$ cat src/rtl/rs255_251_enc.sv
// rs255_251_enc -- byte-serial systematic Reed-Solomon RS(255,251) encoder,
// GF(2^8) with field polynomial 0x11D, generator roots alpha^0..alpha^3.
//
// Data symbols are forwarded unchanged. After the last data symbol, four
// parity symbols are appended (highest-order remainder coefficient first).
//
// Ports:
//   clk, rst_n            clock (rising edge), asynchronous active-low reset
//   in_valid/in_ready     input handshake
//   in_data/in_sop/in_eop input symbol and codeword framing
//   out_valid/out_ready   output handshake
//   out_data              data or parity symbol
//   out_sop/out_eop       first symbol / last parity symbol of a codeword
//   out_par               out_data carries a parity symbol
//   sop_err               one-cycle pulse: symbol without sop in IDLE, or sop mid-codeword
//   len_err               one-cycle pulse: codeword force-closed at K data symbols
module rs255_251_enc #(
    parameter int K    = 251,
    parameter int NPAR = 4
) (
    input  logic       clk,
    input  logic       rst_n,
    input  logic       in_valid,
    output logic       in_ready,
    input  logic [7:0] in_data,
    input  logic       in_sop,
    input  logic       in_eop,
    output logic       out_valid,
    input  logic       out_ready,
    output logic [7:0] out_data,
    output logic       out_sop,
    output logic       out_eop,
    output logic       out_par,
    output logic       sop_err,
    output logic       len_err
);

    typedef enum logic [1:0] {
        S_IDLE = 2'd0,
        S_DATA = 2'd1,
        S_PAR  = 2'd2
    } state_t;

    localparam logic [7:0] K_CNT    = 8'(K);
    localparam logic [1:0] LAST_PAR = 2'(NPAR - 1);

    // g(x) = x^4 + G3 x^3 + G2 x^2 + G1 x + G0
    localparam logic [7:0] G3 = 8'h0F;
    localparam logic [7:0] G2 = 8'h36;
    localparam logic [7:0] G1 = 8'h78;
    localparam logic [7:0] G0 = 8'h40;

    // GF(2^8) multiply modulo 0x11D (shift-and-add).
    function automatic logic [7:0] gf256mul(input logic [7:0] a, input logic [7:0] b);
        logic [7:0] p;
        logic [7:0] x;
        p = 8'h00;
        x = a;
        for (int i = 0; i < 8; i++) begin
            if (b[i]) begin
                p = p ^ x;
            end else begin
                p = p;
            end
            x = x[7] ? ({x[6:0], 1'b0} ^ 8'h1D) : {x[6:0], 1'b0};
        end
        return p;
    endfunction

    state_t     state_r, state_s;
    logic [7:0] r3_r, r2_r, r1_r, r0_r;
    logic [7:0] r3_s, r2_s, r1_s, r0_s;
    logic [7:0] cnt_r, cnt_s;
    logic [1:0] pcnt_r, pcnt_s;
    logic       out_valid_r, out_valid_s;
    logic [7:0] out_data_r, out_data_s;
    logic       out_sop_r, out_sop_s;
    logic       out_eop_r, out_eop_s;
    logic       out_par_r, out_par_s;
    logic       sop_err_r, sop_err_s;
    logic       len_err_r, len_err_s;

    logic       load_s;
    logic       accept_s;
    logic [7:0] cnt_inc_s;
    logic [7:0] fb_s;
    logic [7:0] b2_s, b1_s, b0_s;
    logic [7:0] u3_s, u2_s, u1_s, u0_s;

    // Output register may load when empty or being drained this cycle.
    assign load_s    = !out_valid_r || out_ready;
    assign in_ready  = (state_r != S_PAR) && load_s;
    assign accept_s  = in_valid && in_ready;
    assign cnt_inc_s = cnt_r + 8'd1;

    // An sop symbol restarts the division from an all-zero remainder, which
    // also discards the state of an abandoned codeword.
    assign fb_s = in_data ^ (in_sop ? 8'h00 : r3_r);
    assign b2_s = in_sop ? 8'h00 : r2_r;
    assign b1_s = in_sop ? 8'h00 : r1_r;
    assign b0_s = in_sop ? 8'h00 : r0_r;
    assign u3_s = b2_s ^ gf256mul(fb_s, G3);
    assign u2_s = b1_s ^ gf256mul(fb_s, G2);
    assign u1_s = b0_s ^ gf256mul(fb_s, G1);
    assign u0_s = gf256mul(fb_s, G0);

    // Next-state, LFSR, counters and output-register load.
    always_comb begin
        state_s     = state_r;
        r3_s        = r3_r;
        r2_s        = r2_r;
        r1_s        = r1_r;
        r0_s        = r0_r;
        cnt_s       = cnt_r;
        pcnt_s      = pcnt_r;
        out_valid_s = load_s ? 1'b0 : out_valid_r;
        out_data_s  = out_data_r;
        out_sop_s   = load_s ? 1'b0 : out_sop_r;
        out_eop_s   = load_s ? 1'b0 : out_eop_r;
        out_par_s   = load_s ? 1'b0 : out_par_r;
        sop_err_s   = 1'b0;
        len_err_s   = 1'b0;

        case (state_r)
            S_IDLE: begin
                if (accept_s && in_sop) begin
                    out_valid_s = 1'b1;
                    out_data_s  = in_data;
                    out_sop_s   = 1'b1;
                    r3_s        = u3_s;
                    r2_s        = u2_s;
                    r1_s        = u1_s;
                    r0_s        = u0_s;
                    cnt_s       = 8'd1;
                    state_s     = in_eop ? S_PAR : S_DATA;
                end else if (accept_s) begin
                    // Symbol outside a codeword: dropped.
                    sop_err_s = 1'b1;
                end else begin
                    state_s = S_IDLE;
                end
            end
            S_DATA: begin
                if (accept_s) begin
                    out_valid_s = 1'b1;
                    out_data_s  = in_data;
                    out_sop_s   = in_sop;
                    r3_s        = u3_s;
                    r2_s        = u2_s;
                    r1_s        = u1_s;
                    r0_s        = u0_s;
                    if (in_sop) begin
                        sop_err_s = 1'b1;
                        cnt_s     = 8'd1;
                    end else begin
                        cnt_s = cnt_inc_s;
                    end
                    if (in_eop) begin
                        state_s = S_PAR;
                    end else if (!in_sop && (cnt_inc_s == K_CNT)) begin
                        state_s   = S_PAR;
                        len_err_s = 1'b1;
                    end else begin
                        state_s = S_DATA;
                    end
                end else begin
                    state_s = S_DATA;
                end
            end
            S_PAR: begin
                if (load_s) begin
                    out_valid_s = 1'b1;
                    out_data_s  = r3_r;
                    out_par_s   = 1'b1;
                    r3_s        = r2_r;
                    r2_s        = r1_r;
                    r1_s        = r0_r;
                    r0_s        = 8'h00;
                    if (pcnt_r == LAST_PAR) begin
                        out_eop_s = 1'b1;
                        pcnt_s    = 2'd0;
                        state_s   = S_IDLE;
                    end else begin
                        pcnt_s = pcnt_r + 2'd1;
                    end
                end else begin
                    state_s = S_PAR;
                end
            end
            default: begin
                state_s = S_IDLE;
            end
        endcase
    end

    // State, LFSR, counters and registered outputs.
    always_ff @(posedge clk or negedge rst_n) begin
        if (!rst_n) begin
            state_r     <= S_IDLE;
            r3_r        <= 8'h00;
            r2_r        <= 8'h00;
            r1_r        <= 8'h00;
            r0_r        <= 8'h00;
            cnt_r       <= 8'd0;
            pcnt_r      <= 2'd0;
            out_valid_r <= 1'b0;
            out_data_r  <= 8'h00;
            out_sop_r   <= 1'b0;
            out_eop_r   <= 1'b0;
            out_par_r   <= 1'b0;
            sop_err_r   <= 1'b0;
            len_err_r   <= 1'b0;
        end else begin
            state_r     <= state_s;
            r3_r        <= r3_s;
            r2_r        <= r2_s;
            r1_r        <= r1_s;
            r0_r        <= r0_s;
            cnt_r       <= cnt_s;
            pcnt_r      <= pcnt_s;
            out_valid_r <= out_valid_s;
            out_data_r  <= out_data_s;
            out_sop_r   <= out_sop_s;
            out_eop_r   <= out_eop_s;
            out_par_r   <= out_par_s;
            sop_err_r   <= sop_err_s;
            len_err_r   <= len_err_s;
        end
    end

    assign out_valid = out_valid_r;
    assign out_data  = out_data_r;
    assign out_sop   = out_sop_r;
    assign out_eop   = out_eop_r;
    assign out_par   = out_par_r;
    assign sop_err   = sop_err_r;
    assign len_err   = len_err_r;

endmodule
$ cat config.mk
export PLATFORM = sky130hd
export DESIGN_NAME = rs255_251_enc
export DESIGN_NICKNAME = d
export VERILOG_FILES = /design/src/rtl/rs255_251_enc.sv
export SDC_FILE = /design/constraint.sdc
export NUM_CORES = 1
export LEC_CHECK = 0
export ABC_AREA = 1
export BUFFER_PORTS_ARGS = -buffer_cell sky130_fd_sc_hd__buf_2
export CAP_MARGIN = 15
export CORE_ASPECT_RATIO = 0.9
export CORE_MARGIN = 2
export CORE_UTILIZATION = 40
export CTS_BUF_LIST = sky130_fd_sc_hd__clkbuf_4 sky130_fd_sc_hd__clkbuf_8
export DETAILED_ROUTE_END_ITERATION = 8
export PLACE_DENSITY = 0.66
export SYNTH_ARGS = -nofsm -noshare
export SYNTH_HDL_FRONTEND = slang
export SYNTH_SLANG_ARGS = --single-unit
$ cat constraint.sdc
create_clock -name clk -period 3.7 [get_ports clk]
set_clock_uncertainty 0.2 [all_clocks]
set_input_delay 0 -clock clk [delete_from_list [all_inputs] [get_ports clk]]
set_output_delay 0 -clock clk [all_outputs]
set_load 0.005 [all_outputs]
== After elaboration in Yosys (flattened, before gate mapping) ==
Index checks and enable logic that the tools add are counted.
Storage, ports and cells
  input bits: 14
  output and inout bits: 15
  flip-flop bits (word level): 58
  word-level logic and storage cells: 128
Cells by class
  bitwise logic cells: 19
  add/sub/neg operators: 2
  reduce and logical (&&, ||, !) cells: 14
  multiplexer cells: 69
  equality and inequality tests: 10
Operators with widths (count)
  $mux W8: 22
  $pmux W8 S3: 5
  $xor A8 B8 Y8: 13
  $mux W5: 6
  $not A4 Y4: 6
  $mux W1: 22
  $mux W2: 9
  $pmux W8 S2: 1
  $add A8 B1 Y8 const B: 1
  $eq A8 B8 Y1 const B: 1
  $ne A2 B2 Y1 const B: 4
  $ne A3 B3 Y1 const B: 2
  $pmux W2 S3: 1
  $eq A2 B2 Y1 const B: 2
  $logic_and A1 B1 Y1: 4
  $pmux W1 S2: 2
  $reduce_and A2 Y1: 2
  $reduce_and A4 Y1: 1
  $pmux W1 S3: 1
  $reduce_and A3 Y1: 1
  $reduce_bool A3 Y1: 1
  $add A2 B1 Y2 const B: 1
  $eq A2 B1 Y1 const B: 1
  $logic_not A1 Y1: 2
  3 further kinds: 3

== Longest topological paths before layout ==
  depth in word-level cells: 18
  gate-level depth with buffers: 19
  mapped depth without buffers: 18

== Worst setup path before layout ==
OpenSTA, ideal clock, no wires.
  kind: flip-flop to flip-flop
  from: register state_r[0]
  to: register r3_r[1]
  path slack: 1.460 ns
  required time: 3.373 ns
  arrival time: 1.913 ns
  stages on the path, launching flop included: 16
  library setup time: 0.127 ns
  buffers on the path: 3
  clock period less this slack: 2.240 ns
  cells stage by stage: dfrtp_1 > inv_1 > ha_1 > buf_6 > nor2_2 > nand2_2 > nor2_2 > inv_1 > nor2_1 > inv_2 > nand2_1 > nand3_1 > buf_2 > buf_2 > nand2_1 > o21ai_0
Between the ends
  longest elaborated chain between the ends: 6
  elaborated cells between the ends (all ways): 13
  those cells by class: eq/ne: 6; mux: 1; reduce/logical: 6
Ends and longest elaborated chain
  start: declaration: RTL line 70  | state_t state_r, state_s;
  start signal: assignment: RTL line 214  | state_r <= state_s;
  $ne A2 B2 Y1 *: RTL line 92  | assign in_ready = (state_r != S_PAR) && load_s;
  $logic_and A1 B1 Y1 *: RTL line 92
  via in_ready: RTL line 24  | output logic in_ready,
  $logic_and A1 B1 Y1 *: RTL line 93  | assign accept_s = in_valid && in_ready;
  $logic_and A1 B1 Y1: RTL line 126  | if (accept_s && in_sop) begin
  $ne A2 B2 Y1 (no line)
  $reduce_and A4 Y1 (no line) *
  end signal: assignment: RTL line 215  | r3_r <= r3_s;
  end: declaration: RTL line 71  | logic [7:0] r3_r, r2_r, r1_r, r0_r;
Mark *: on every way through the listed nets, which the timed path passes. The rest lies on a longest branch.
A chain may end at the register's enable or synchronous reset.

== Worst setup path in the final report ==
  from: register state_r[0]
  to: register sop_err_r (netlist: sop_err)
Between the ends
  longest elaborated chain between the ends: 6
  elaborated cells between the ends (all ways): 10
  those cells by class: eq/ne: 2; mux: 4; reduce/logical: 4
Ends and longest elaborated chain
  $ne A2 B2 Y1: RTL line 92
  $logic_and A1 B1 Y1: RTL line 92
  $logic_and A1 B1 Y1: RTL line 93
  $mux W1 / $logic_and A1 B1 Y1 (equally long branches): RTL line 136, 126
  $mux W1: RTL line 126
  $pmux W1 S2 *: RTL line 124  | case (state_r)
  via sop_err_s: RTL line 80  | logic sop_err_r, sop_err_s;
  end signal: assignment: RTL line 226  | sop_err_r <= sop_err_s;
  end: declaration: RTL line 80
Marked as above.

==> metrics.cfg <==
[outcome]
status=completed

[placement]
port_buffers=28
hpwl_um=8030
place_congestion=0.879

[yosys]
synthCells=614
synth_cell_types=35
synthTopCellsByArea=dfrtp_1 (34%), nand2_1 (20%), nand3_1 (8.3%)
synth_top_area_share_pct=34.4
yosys.area.top_type=dfrtp_1
synth_area_um2=4230
ys_warn_count=0
mappedNetlistNets=635
syn_avg_cell_area_um2=6.88
synth_seq_cells=58
ys_seq_area_share_pct=34.4

[layout]
multi_input_area_um2=2430
n_fill_cell=1016
register_area_um2=1450
diodes=0
area_delta_synth_final_pct=16.1
final_cell_mix=nand2_1 (224), nand3_1 (70), dfrtp_1 (58)
final_util_pct=47.9
layout_commonest_cell=nand2_1
nets=681
drive_gt1_share_pct=17.0

[cts]
ctsRootBufferMaster=clkbuf_8
clock_latency_ps=350
cts.htree.levels=3
cts_resized=0
clkSinkCount=58
clockBufferDepth=2
numCtsBuffers=9
cts_tree=done
clk_pin_slew_worst_paths_ps=80

[worst_setup_path]
start_kind=flip-flop
critical_path_required_ps=3780
crit_path_cell_trace=inv_1 -> ha_1 -> nor2_2 -> nand2_2 -> nor3_1 -> dlygate4sd3_1 -> o21bai_1 -> dlygate4sd3_1
critPathMaxStageDelay_ps=640
cp_common_cell=dlygate4sd3_1
worstPathArrival_ps=3100
end_kind=flip-flop
rrSetupSlack_ps=680
r2r-end=sop_err
rr_startpoint=state_r[0]
cp_slowest_cell=dlygate4sd3_1
ff2ff_path_depth=8
path_max_fanout=11
crit_buf_inv=3
critPathKind=flip-flop to flip-flop
crit_family=buffers and inverters

[floorplan]
initial_core_util_pct=41.2
io_pins=29
fp-row-count=35
core_um2=10200
die_h_um=102
dieArea_um2=11400
fp.dieW_um=112

[sta]
finalHoldViolations=0
tightest_slew_ps=741
max_freq_mhz=331
fin_crit_sh_pct=81.6
period_needed_ps=3020
fin_tns_setup_ps=0
slew_headroom_pct=50.5
drv_slew=0
rsz0062_at_grt=no
setup_viol=0

[global_routing]
grt_pass1_wl_um=19300
grt_max_degree=45
antenna_found_initial=0
overflow=0
grt_pass1_vias=4008
track_usage_pct=21.2

[routing]
drt-total-wl_um=11300
drc=0
wl_per_cell_um=14.3
avgViaCountPerCell=5.23
first_iter_violations=242
firstDrtPassIters=5
num_vias=4155
antenna_left=0

[power_and_ir_drop]
switching_share_pct=47.3
p_per_area_nw_per_um2=861
seqPwrFrac_pct=25.6
ir_drop_mv=0.315
p_int_mw=2.23
switching_power_mw=2.00
clkPwrFrac_pct=18.1
power_frac_comb_pct=56.3
power_leakage_nw=2.54

[job]
cap_violations=0

[min_path]
min_path_type=input pin to asynchronous set/reset pin

-- worst max-delay path by stage --
| stage | start | cells after the start | end |
|---|---|---|---|
| detailed placement | state_r[0] | 13 | r2_r[7] |
| global placement | state_r[0] | 13 | r2_r[7] |
| global route | state_r[0] | 13 | r3_r[5] |
| finish | state_r[0] | 8 | sop_err |
| floorplan | state_r[0] | 15 | r3_r[1] |
| CTS | state_r[0] | 13 | r2_r[7] |
-- synthesized netlist by cell type (all sizes together) --
| cell type | count |
|---|---|
| nand2 | 259 |
| nand3 | 72 |
| inv | 63 |
| dfrtp | 58 |
| o21ai | 34 |
| nor2 | 29 |
| xor2 | 13 |
| buf | 12 |
| nand4 | 12 |
| o22ai | 11 |
| xnor2 | 9 |
| a31oi | 8 |
| ha | 7 |
| a21oi | 6 |
| nand3b | 5 |
| nor3 | 5 |
| clkbuf | 4 |
| or2 | 3 |
| a22o | 1 |
| clkinv | 1 |
| o21a | 1 |
| o21bai | 1 |
-- layer usage --
layer  up-vias  share of wire, %  global-route usage [%]
li1       2065                 -                       -
met1      1929                47                    28.6
met2       144                46                    35.0
met3        17               5.0                    3.41
met4         0               1.9                    7.41
met5         -                 0                       0
-- sequential cells by signal (all words and copies together) (netlist names), named ones only --
signal / count
r3_r: 8
r1_r: 8
pcnt_r: 2
r0_r: 8
out_sop: 1
len_err: 1
out_valid: 1
state_r: 2
sop_err: 1
out_data: 8
r2_r: 8
cnt_r: 8
-- final cells by class --
cell class / instances / share of cell area, %
Clock buffer: 12 / 3.24
Clock inverter: 4 / 1.99
Inverter: 64 / 5.15
Multi-Input combinational cell: 476 / 49.5
Sequential cell: 58 / 29.6
Tap cell: 129 / 3.29
Timing Repair Buffer: 51 / 7.24
-- worst register-to-register path, delay by kind of cell (launching register included) --
family	cells	cell delay, ps
adders and majority gates	1	380
buffers and inverters	3	1300
AOI/OAI and AO/OA	1	140
and+or+nand+nor	3	550
DFF	1	380
-- power by group through the flow --
stage	clock, mW	sequential [mW]	combinational [mW]
after detailed placement	0	1.09	2.31
after global routing	0.806	1.11	2.69
after CTS	0.777	1.08	2.35
after global placement	0	1.08	2.26
final	0.766	1.08	2.38
after floorplan	0	1.06	1.79
-- metrics by stage --
| stage | cell area [µm²] | setup slack, ps | cells | hold slack, ps | power [mW] |
|---|---|---|---|---|---|
| 2_1_floorplan | 4230 | 1460 | 614 | -496 | 2.85 |
| 3_3_place_gp | 4480 | 1000 | 761 | -264 | 3.34 |
| 3_5_place_dp | 4480 | 879 | 761 | -262 | 3.40 |
| 4_1_cts | 4910 | 820 | 794 | 98.6 | 4.20 |
| 5_1_grt | 4910 | 536 | 794 | 167 | 4.61 |
| 6_report | 4910 | 681 | 794 | 104 | 4.22 |
-- what timing repair did --
action | 4_1_cts | 5_1_grt
endpoints found under the hold margin | 74 | 0
setup buffers | 0 | 0
hold buffers | 17 | 0
-- cell families after synthesis --
kind of cell               count (synthesis)  share of synthesized area, %
and+or+nand+nor                          385                          41.4
buffers and inverters                     80                          8.17
AOI/OAI and AO/OA                         62                          8.20
DFF                                       58                          34.3
xor gates and xnor gates                  22                          5.80
adders and majority gates                  7                          2.07
Note: power is estimated with default switching activity, not from simulation.
